$ cat src/rtl/eda_task_fifo_ctrl_if.sv
// Handshake and FIFO-side bundle for the eda_task FIFO controller.
// slave = controller view, master = environment (producers, FIFO, consumer).
interface eda_task_fifo_ctrl_if #(
  parameter int DATA_W = 8
);
  logic              A_VALID;
  logic [DATA_W-1:0] A_DATA;
  logic              A_READY;
  logic              B_VALID;
  logic [DATA_W-1:0] B_DATA;
  logic              B_READY;
  logic              FIFO_WR_EN;
  logic [DATA_W-1:0] FIFO_DIN;
  logic              FIFO_FULL;
  logic              FIFO_RD_EN;
  logic [DATA_W-1:0] FIFO_DOUT;
  logic              FIFO_EMPTY;
  logic              OUT_VALID;
  logic [DATA_W-1:0] OUT_DATA;
  logic              OUT_READY;
  logic              OWNER;

  modport slave (
    input  A_VALID, A_DATA, B_VALID, B_DATA, FIFO_FULL, FIFO_DOUT, FIFO_EMPTY, OUT_READY,
    output A_READY, B_READY, FIFO_WR_EN, FIFO_DIN, FIFO_RD_EN, OUT_VALID, OUT_DATA, OWNER
  );

  modport master (
    output A_VALID, A_DATA, B_VALID, B_DATA, FIFO_FULL, FIFO_DOUT, FIFO_EMPTY, OUT_READY,
    input  A_READY, B_READY, FIFO_WR_EN, FIFO_DIN, FIFO_RD_EN, OUT_VALID, OUT_DATA, OWNER
  );
endinterface

$ cat src/rtl/eda_task_fifo_ctrl.sv
// eda_task FIFO controller.
// Write side: round-robin arbitration between producers A and B with a burst
// limit, feeding the FIFO write port. Read side: a three-state sequencer that
// drives the FIFO's registered read port and presents words as valid/ready.
module eda_task_fifo_ctrl #(
  parameter int DATA_W    = 8,
  parameter int MAX_BURST = 4
) (
  input  logic                 SYSCLK,
  input  logic                 RST_B,
  eda_task_fifo_ctrl_if.slave  bus
);

  localparam logic [3:0] MAX_B = 4'(MAX_BURST);

  typedef enum logic [1:0] {
    IDLE  = 2'd0,
    FETCH = 2'd1,
    HOLD  = 2'd2
  } rd_state_e;

  // Write arbitration state
  logic        owner_q, owner_d;
  logic [3:0]  burst_q, burst_d;

  // Read sequencer state and registered outputs
  rd_state_e         state_q;
  logic              out_valid_q;
  logic [DATA_W-1:0] out_data_q;

  logic              own_valid, oth_valid;
  logic              grant_own, grant_oth;
  logic              grant_a, grant_b;
  logic              acc_a, acc_b, wr_en, rd_en;
  logic [DATA_W-1:0] din;

  // Grant, acceptance and next arbitration state; all gated off in reset
  always_comb begin
    own_valid = owner_q ? bus.B_VALID : bus.A_VALID;
    oth_valid = owner_q ? bus.A_VALID : bus.B_VALID;
    // Owner keeps the port until its burst is used up, unless nobody else wants it
    grant_own = own_valid && ((burst_q < MAX_B) || !oth_valid);
    grant_oth = !grant_own && oth_valid;
    grant_a   = owner_q ? grant_oth : grant_own;
    grant_b   = owner_q ? grant_own : grant_oth;
    // FULL only blocks acceptance; the grant itself is unaffected
    acc_a     = RST_B && grant_a && !bus.FIFO_FULL;
    acc_b     = RST_B && grant_b && !bus.FIFO_FULL;
    wr_en     = acc_a || acc_b;

    din = '0;
    if (RST_B) begin
      if (grant_a)      din = bus.A_DATA;
      else if (grant_b) din = bus.B_DATA;
    end

    owner_d = owner_q;
    burst_d = burst_q;
    if (wr_en) begin
      if (grant_own) begin
        burst_d = (burst_q >= MAX_B) ? MAX_B : burst_q + 4'd1;
      end else begin
        owner_d = !owner_q;
        burst_d = 4'd1;
      end
    end

    // Never read an empty FIFO; re-fetch straight from HOLD when consumed
    rd_en = RST_B && !bus.FIFO_EMPTY &&
            ((state_q == IDLE) || ((state_q == HOLD) && bus.OUT_READY));
  end

  // Arbitration registers: ownership and beats won in the current burst
  always_ff @(posedge SYSCLK) begin
    if (!RST_B) begin
      owner_q <= 1'b0;
      burst_q <= 4'd0;
    end else begin
      owner_q <= owner_d;
      burst_q <= burst_d;
    end
  end

  // Read sequencer: issue RD_EN, capture FIFO data one cycle later, hold until taken
  always_ff @(posedge SYSCLK) begin
    if (!RST_B) begin
      state_q     <= IDLE;
      out_valid_q <= 1'b0;
      out_data_q  <= '0;
    end else begin
      case (state_q)
        IDLE: begin
          if (rd_en) state_q <= FETCH;
        end
        FETCH: begin
          out_data_q  <= bus.FIFO_DOUT;
          out_valid_q <= 1'b1;
          state_q     <= HOLD;
        end
        HOLD: begin
          if (bus.OUT_READY) begin
            out_valid_q <= 1'b0;
            state_q     <= rd_en ? FETCH : IDLE;
          end
        end
        default: begin
          out_valid_q <= 1'b0;
          state_q     <= IDLE;
        end
      endcase
    end
  end

  assign bus.A_READY    = acc_a;
  assign bus.B_READY    = acc_b;
  assign bus.FIFO_WR_EN = wr_en;
  assign bus.FIFO_DIN   = din;
  assign bus.FIFO_RD_EN = rd_en;
  assign bus.OUT_VALID  = out_valid_q;
  assign bus.OUT_DATA   = out_data_q;
  assign bus.OWNER      = owner_q;

endmodule

$ cat src/flat_wrapper.sv
// flat-port wrapper written by rule: the top's interface ports become plain ports
module eda_task_fifo_ctrl_flat 
#(
  parameter int DATA_W    = 8,
  parameter int MAX_BURST = 4
)
  (SYSCLK, RST_B, bus_A_VALID, bus_A_DATA, bus_B_VALID, bus_B_DATA, bus_FIFO_FULL, bus_FIFO_DOUT, bus_FIFO_EMPTY, bus_OUT_READY, bus_A_READY, bus_B_READY, bus_FIFO_WR_EN, bus_FIFO_DIN, bus_FIFO_RD_EN, bus_OUT_VALID, bus_OUT_DATA, bus_OWNER);
  eda_task_fifo_ctrl_if #(.DATA_W(DATA_W)) bus_i ();
  input  logic SYSCLK;
  input  logic RST_B;
  input wire logic [$bits(bus_i.A_VALID)-1:0] bus_A_VALID;
  input wire logic [$bits(bus_i.A_DATA)-1:0] bus_A_DATA;
  input wire logic [$bits(bus_i.B_VALID)-1:0] bus_B_VALID;
  input wire logic [$bits(bus_i.B_DATA)-1:0] bus_B_DATA;
  input wire logic [$bits(bus_i.FIFO_FULL)-1:0] bus_FIFO_FULL;
  input wire logic [$bits(bus_i.FIFO_DOUT)-1:0] bus_FIFO_DOUT;
  input wire logic [$bits(bus_i.FIFO_EMPTY)-1:0] bus_FIFO_EMPTY;
  input wire logic [$bits(bus_i.OUT_READY)-1:0] bus_OUT_READY;
  output wire logic [$bits(bus_i.A_READY)-1:0] bus_A_READY;
  output wire logic [$bits(bus_i.B_READY)-1:0] bus_B_READY;
  output wire logic [$bits(bus_i.FIFO_WR_EN)-1:0] bus_FIFO_WR_EN;
  output wire logic [$bits(bus_i.FIFO_DIN)-1:0] bus_FIFO_DIN;
  output wire logic [$bits(bus_i.FIFO_RD_EN)-1:0] bus_FIFO_RD_EN;
  output wire logic [$bits(bus_i.OUT_VALID)-1:0] bus_OUT_VALID;
  output wire logic [$bits(bus_i.OUT_DATA)-1:0] bus_OUT_DATA;
  output wire logic [$bits(bus_i.OWNER)-1:0] bus_OWNER;
  assign bus_i.A_VALID = bus_A_VALID;
  assign bus_i.A_DATA = bus_A_DATA;
  assign bus_i.B_VALID = bus_B_VALID;
  assign bus_i.B_DATA = bus_B_DATA;
  assign bus_i.FIFO_FULL = bus_FIFO_FULL;
  assign bus_i.FIFO_DOUT = bus_FIFO_DOUT;
  assign bus_i.FIFO_EMPTY = bus_FIFO_EMPTY;
  assign bus_i.OUT_READY = bus_OUT_READY;
  assign bus_A_READY = bus_i.A_READY;
  assign bus_B_READY = bus_i.B_READY;
  assign bus_FIFO_WR_EN = bus_i.FIFO_WR_EN;
  assign bus_FIFO_DIN = bus_i.FIFO_DIN;
  assign bus_FIFO_RD_EN = bus_i.FIFO_RD_EN;
  assign bus_OUT_VALID = bus_i.OUT_VALID;
  assign bus_OUT_DATA = bus_i.OUT_DATA;
  assign bus_OWNER = bus_i.OWNER;
  eda_task_fifo_ctrl #(.DATA_W(DATA_W), .MAX_BURST(MAX_BURST)) u_core (.SYSCLK(SYSCLK), .RST_B(RST_B), .bus(bus_i));
endmodule
$ cat config.mk
export PLATFORM = sky130hd
export DESIGN_NAME = eda_task_fifo_ctrl_flat
export DESIGN_NICKNAME = d
export VERILOG_FILES = /design/src/rtl/eda_task_fifo_ctrl_if.sv /design/src/rtl/eda_task_fifo_ctrl.sv /design/src/flat_wrapper.sv
export SDC_FILE = /design/constraint.sdc
export NUM_CORES = 1
export LEC_CHECK = 0
export BUFFER_PORTS_ARGS = -buffer_cell sky130_fd_sc_hd__buf_2
export CORE_AREA = 4 4 49 51
export DETAILED_ROUTE_END_ITERATION = 7
export DIE_AREA = 0 0 53 55
export HOLD_SLACK_MARGIN = 0.06
export MAX_ROUTING_LAYER = met4
export PLACE_DENSITY_LB_ADDON = 0.15
export SLEW_MARGIN = 40
export SYNTH_ARGS = -nofsm -noshare
export SYNTH_HDL_FRONTEND = slang
export SYNTH_SLANG_ARGS = --single-unit
$ cat constraint.sdc
create_clock -name SYSCLK -period 2.1 [get_ports SYSCLK]
set_clock_uncertainty 0.15 [all_clocks]
set_input_delay 0.105 -clock SYSCLK [delete_from_list [all_inputs] [get_ports SYSCLK]]
set_output_delay 0.105 -clock SYSCLK [all_outputs]
set_load 0.02 [all_outputs]
### After elaboration in Yosys (flattened, before gate mapping)

Index checks and enable logic that the tools add are counted.

* register bits: 16
* input bits: 31
* word-level logic and storage cells: 50

* add/subtract/negate cells: 1
* magnitude comparators: 2
* equality and inequality tests: 4
* mux-type cells: 15
* bitwise logic cells: 2
* reductions and logical operators: 21

Operators by type and width (count)
* 2-to-1 mux 8 bit: 3
* logical AND 1 bit: 9
* 2-to-1 mux 4 bit: 2
* 2-to-1 mux 1 bit: 6
* one-hot mux 2 bit (3 select lines): 1
* AND reduction 2 bit: 3
* zero test 1 bit: 5
* adder 4 x 1 -> 4 bit (second input constant): 1
* >= comparator 4 x 3 -> 1 bit (second input constant): 1
* < comparator 4 x 3 -> 1 bit (second input constant): 1
* 2-to-1 mux 2 bit: 2
* logical OR 1 bit: 3
* one-hot mux 1 bit (3 select lines): 1
* == test 2 x 1 -> 1 bit (second input constant): 1
* == test 2 bit (second input constant): 1
* zero test 2 bit: 1
* != test 2 x 1 -> 1 bit (second input constant): 1
* != test 2 bit (second input constant): 1
* inverter 1 bit: 2

### Logic depth before layout (Yosys ltp)

* depth in word-level cells: 11
* gate-level depth with buffers: 4
* gate-level depth less buffers: 3

### Worst setup path before layout

No wires, ideal clock.

* path kind: register to output
* start point: register u_core.owner_q, in the netlist u_core.bus.OWNER
* end point: output port bus_FIFO_DIN[0]
* arrival: 1.330 ns
* setup slack: 0.515 ns
* cell stages (with the launch flop): 4
* path buffers: 0
* cells stage by stage: dfxtp_1 -> nor3_1 -> o311a_4 -> a22o_1

* longest elaborated chain between the ends: 10

RTL lines
* start: declaration: RTL line eda_task_fifo_ctrl.sv:23 `logic owner_q, owner_d;`
* start signal: assignment: RTL line eda_task_fifo_ctrl.sv:79 `owner_q <= owner_d;`
* 2-to-1 mux 1 bit: RTL line eda_task_fifo_ctrl.sv:40 `oth_valid = owner_q ? bus.A_VALID : bus.B_VALID;`
* zero test 1 bit: RTL line eda_task_fifo_ctrl.sv:42 `grant_own = own_valid && ((burst_q < MAX_B) || !oth_valid);`
* logical OR 1 bit: RTL line eda_task_fifo_ctrl.sv:42
* logical AND 1 bit: RTL line eda_task_fifo_ctrl.sv:42
* zero test 1 bit: RTL line eda_task_fifo_ctrl.sv:43 `grant_oth = !grant_own && oth_valid;`
* logical AND 1 bit: RTL line eda_task_fifo_ctrl.sv:43
* 2-to-1 mux 1 bit: RTL line eda_task_fifo_ctrl.sv:45 `grant_b = owner_q ? grant_own : grant_oth;`
* 2-to-1 mux 8 bit: RTL line eda_task_fifo_ctrl.sv:54 `else if (grant_b) din = bus.B_DATA;`
* 2-to-1 mux 8 bit *: RTL line eda_task_fifo_ctrl.sv:53 `if (grant_a) din = bus.A_DATA;`
* 2-to-1 mux 8 bit *: RTL line eda_task_fifo_ctrl.sv:52 `if (RST_B) begin`
* end: declaration: RTL line flat_wrapper.sv:22 `output wire logic [$bits(bus_i.FIFO_DIN)-1:0] bus_FIFO_DIN;`

Mark *: on every way between the ends. The rest lies on a longest branch, timed or not.

### Final worst setup path

* start point: input port bus_B_VALID
* end point: output port bus_FIFO_DIN[2]

* longest elaborated chain between the ends: 10

RTL lines
* start: declaration: RTL line flat_wrapper.sv:13 `input wire logic [$bits(bus_i.B_VALID)-1:0] bus_B_VALID;`
* 2-to-1 mux 1 bit: RTL line eda_task_fifo_ctrl.sv:40
* zero test 1 bit: RTL line eda_task_fifo_ctrl.sv:42
* logical OR 1 bit: RTL line eda_task_fifo_ctrl.sv:42
* logical AND 1 bit: RTL line eda_task_fifo_ctrl.sv:42
* zero test 1 bit: RTL line eda_task_fifo_ctrl.sv:43
* logical AND 1 bit: RTL line eda_task_fifo_ctrl.sv:43
* 2-to-1 mux 1 bit: RTL line eda_task_fifo_ctrl.sv:45
* 2-to-1 mux 8 bit: RTL line eda_task_fifo_ctrl.sv:54
* 2-to-1 mux 8 bit *: RTL line eda_task_fifo_ctrl.sv:53
* 2-to-1 mux 8 bit *: RTL line eda_task_fifo_ctrl.sv:52

Marked as above.

==> reports/qor.csv <==
stage,metric,value,unit
timing,final total negative setup slack,0,ps
synth,largest family of logic cells by synthesized area,compound AO/OA/AOI/OAI gates,
synth,"count leader, synth",nand2_1,
global_route,grt ovf,0,
worst_setup_path,CP Cell Sequence,"dlygate4sd3_1, buf_2, inv_1, o311a_4, a22o_1, buf_2",
finish,post-route insts no fill,187,
place,GP Congestion,0.768,
finish,# nets final,193,
synth,"Distinct cells, synth",33,
floorplanning,io pins,53,
synth,Post-synth top cells,"18 x nand2_1, 16 x dfxtp_1, 9 x a21boi_0",
clock_tree,"Reg clk slew, reported paths",80,ps
power_and_ir_drop,Sw Share,0.282,
global_route,grt met2 use,0.326,
worst_setup_path,critical path class,input port to output pin,
clock_tree,Inserted Clock Buffers,3,
synth,Synth Area in Compound Gates,0.306,
finish,layout cells sized above 1,0.388,
global_route,GRT Total Usage,0.182,
timing,Max Freq,0.506,GHz
global_route,gr busiest metal,met2,
floorplanning,Initial Util,0.442,
global_route,largest net degree at the start of global routing,26,
synth,Synth top area share,0.373,
clock_tree,total clock sinks,16,
floorplanning,Row Count,16,
synth,"area leader, netlist",dfxtp_1,
finish,synthesis-to-finish area growth,50.3,%
finish,# diodes,0,
timing,actual slew at the worst max-slew pin,588,ps
routing,mean routed wirelength per cell,12.7,µm
timing,relative max-transition margin,0.607,
synth,top post-synthesis cells by area,"dfxtp_1 37%, a21boi_0 7.9%, nand2_1 7.9%",
worst_setup_path,Setup crit end kind,output pin,
timing,Setup-failing EPs final,0,
floorplanning,core area,1940,µm²
global_route,vias in the first global route,852,
worst_setup_path,crit path DAT,1720,ps
global_route,met1 Usage GRT,0.194,
routing,final wirelength,2.38,mm
worst_setup_path,critical path required time,1850,ps
floorplanning,Die Ht,55,µm
routing,DRC viols,0,
timing,RSZ-0062 raised after global routing,no,
synth,"Top FF cell, synth",dfxtp_1,
routing,ANT nets after route,0,
synth,Post-Syn Area,858,µm²
place,post-place setup slack,432,ps
place,Placed Cells,171,
power_and_ir_drop,Clock power frac,0.276,
global_route,initial antenna violation count,0,
clock_tree,CTS Buffer Depth,2,
worst_setup_path,"Slowest-stage cell, CP",dlygate4sd3_1,
power_and_ir_drop,NetSw,202,µW
place,DP Wirelength,1.67,mm
timing,Fin. Hold Viols,0,
synth,ys async rst share,0,
global_route,met3 Track Usage GR,0.0322,
global_route,first-pass GRT wire length,3.73,mm
routing,routed vias,955,
clock_tree,Clock Latency Late Sink,280,ps
run,Max Cap Violations,0,
synth,Simple-Gate Fraction of Synth Area,0.257,
synth,Post-Synthesis Cells,98,
worst_setup_path,most frequent CP cell,buf_2,
routing,drt pass-1 iters,4,
synth,number of synthesized register bits,16,
power_and_ir_drop,Power Density,554,nW/µm²
floorplanning,Die ar.,2920,µm²
power_and_ir_drop,Max VDD drop,0.414,mV
synth,Yosys warning count,0,
worst_setup_path,Worst Setup Start Kind,input port,
synth,Post-Syn Nets,130,
worst_setup_path,CP peak stage delay,520,ps
floorplanning,Die W,53,µm
timing,Tmin final,1970,ps
timing,Slew Limit Fails,0,
routing,DRT iter0 DRCs,8,
clock_tree,H-Tree Depth,1,
synth,"EDFF count, synth",0,
synth,post-synthesis adder-cell area fraction,0.0146,
synth,"Seq/Total Area, Yosys",0.373,
run_status,status,"finished, final reports clean",
power_and_ir_drop,Comb power frac,0.260,
power_and_ir_drop,Internal Power,513,µW
synth,Post-Synth XOR/XNOR Area,0,
clock_tree,Post-CTS Setup Bufs,0,
power_and_ir_drop,Seq pwr share,0.464,
worst_setup_path,Critical Path Fanout Max,11,
power_and_ir_drop,Leak Pwr,0.000617,µW
timing,setup ws final,125,ps
synth,average size of a mapped cell,8.76,µm²
synth,mux contribution to synthesized area,0.0131,
routing,via/cell ratio,5.11,
place,I/O Buffers,52,
worst_hold_path,Hold Path Class,input port to register,
clock_tree,CTS tree,yes,
clock_tree,clk root buf,clkbuf_4,
timing,fin crit share,0.940,
[metrics by stage]
| step | hold WS (ps) | utilization | cell area, µm² | total power, µW |
|---|---|---|---|---|
| after floorplan | 34.3 | - | 858 | 442 |
| after global placement | 140 | 0.581 | 1130 | 501 |
| after detailed placement | 149 | 0.581 | 1130 | 506 |
| after CTS | 60.9 | 0.662 | 1280 | 722 |
| after global routing | 88.2 | 0.664 | 1290 | 757 |
| final | 73.9 | 0.664 | 1290 | 715 |
[placed cells by master (no fill, tap or decap), drive strengths merged, types with 3 or more instances in the layout]
cell / instances
nand2: 18
buf: 52
a32o: 5
clkbuf: 4
dfxtp: 16
a21boi: 9
a22o: 3
nor2b: 3
o21ai: 3
nor4b: 4
dlygate4sd3: 12
and3: 5
[kinds of logic (layout without fill, tap and decap cells)]
group | count (synthesis) | count (layout)
flops | 16 | 16
buf+inv | 8 | 70
compound gates | 31 | 31
fa+ha+maj | 1 | 1
mux | 1 | 1
simple gates | 41 | 41
[worst paths after layout]
check | cells after the start | slack (ps) | from | endpoint
max | 6 | 130 | bus_B_VALID | bus_FIFO_DIN[2]
min | 4 | 70 | bus_FIFO_FULL | u_core.bus.OWNER
min reg2reg | 2 | 310 | u_core.bus.OUT_DATA[3] | u_core.bus.OUT_DATA[3]
max reg2reg | 3 | 540 | u_core.state_q[0] | u_core.bus.OUT_DATA[7]
[layout make-up]
| cell class | instances | area (µm²) |
|---|---|---|
| clock buffers | 4 | 36.3 |
| fillers | 190 | 652 |
| inverters | 2 | 7.51 |
| multi-input cells | 74 | 512 |
| flip-flops and latches | 16 | 320 |
| well taps | 27 | 33.8 |
| repair buffers | 64 | 380 |
[power by group through the flow]
| stage | Combinational [µW] | Sequential (µW) | Clock [µW] |
|---|---|---|---|
| global placement | 164 | 337 | 0 |
| global route | 203 | 334 | 220 |
| detailed placement | 168 | 338 | 0 |
| finish | 186 | 331 | 197 |
| floorplan | 93.3 | 349 | 0 |
| CTS | 186 | 331 | 205 |
[sequential cells by signal, indices dropped and copies added (netlist names)]
signal                flops
u_core.bus.OUT_DATA       8
u_core.burst_q            4
u_core.bus.OWNER          1
u_core.state_q            2
u_core.bus.OUT_VALID      1
[critical path: cells and delay by family]
kind,cells,cell delay (ps)
buffers and inverters,4,960
AO/OA/AOI/OAI,2,660
[routing by layer]
layer	up-vias	wire [µm]
met5	-	0
met4	0	48
met3	7	129
met1	430	991
li1	487	-
met2	31	1210
[what timing repair did]
item	in CTS	in global routing
setup endpoints to repair	0	3
hold buffers	12	0
resized for setup	0	1
hold endpoints to repair	11	0
No activity file was read; power rests on OpenSTA's default activity.
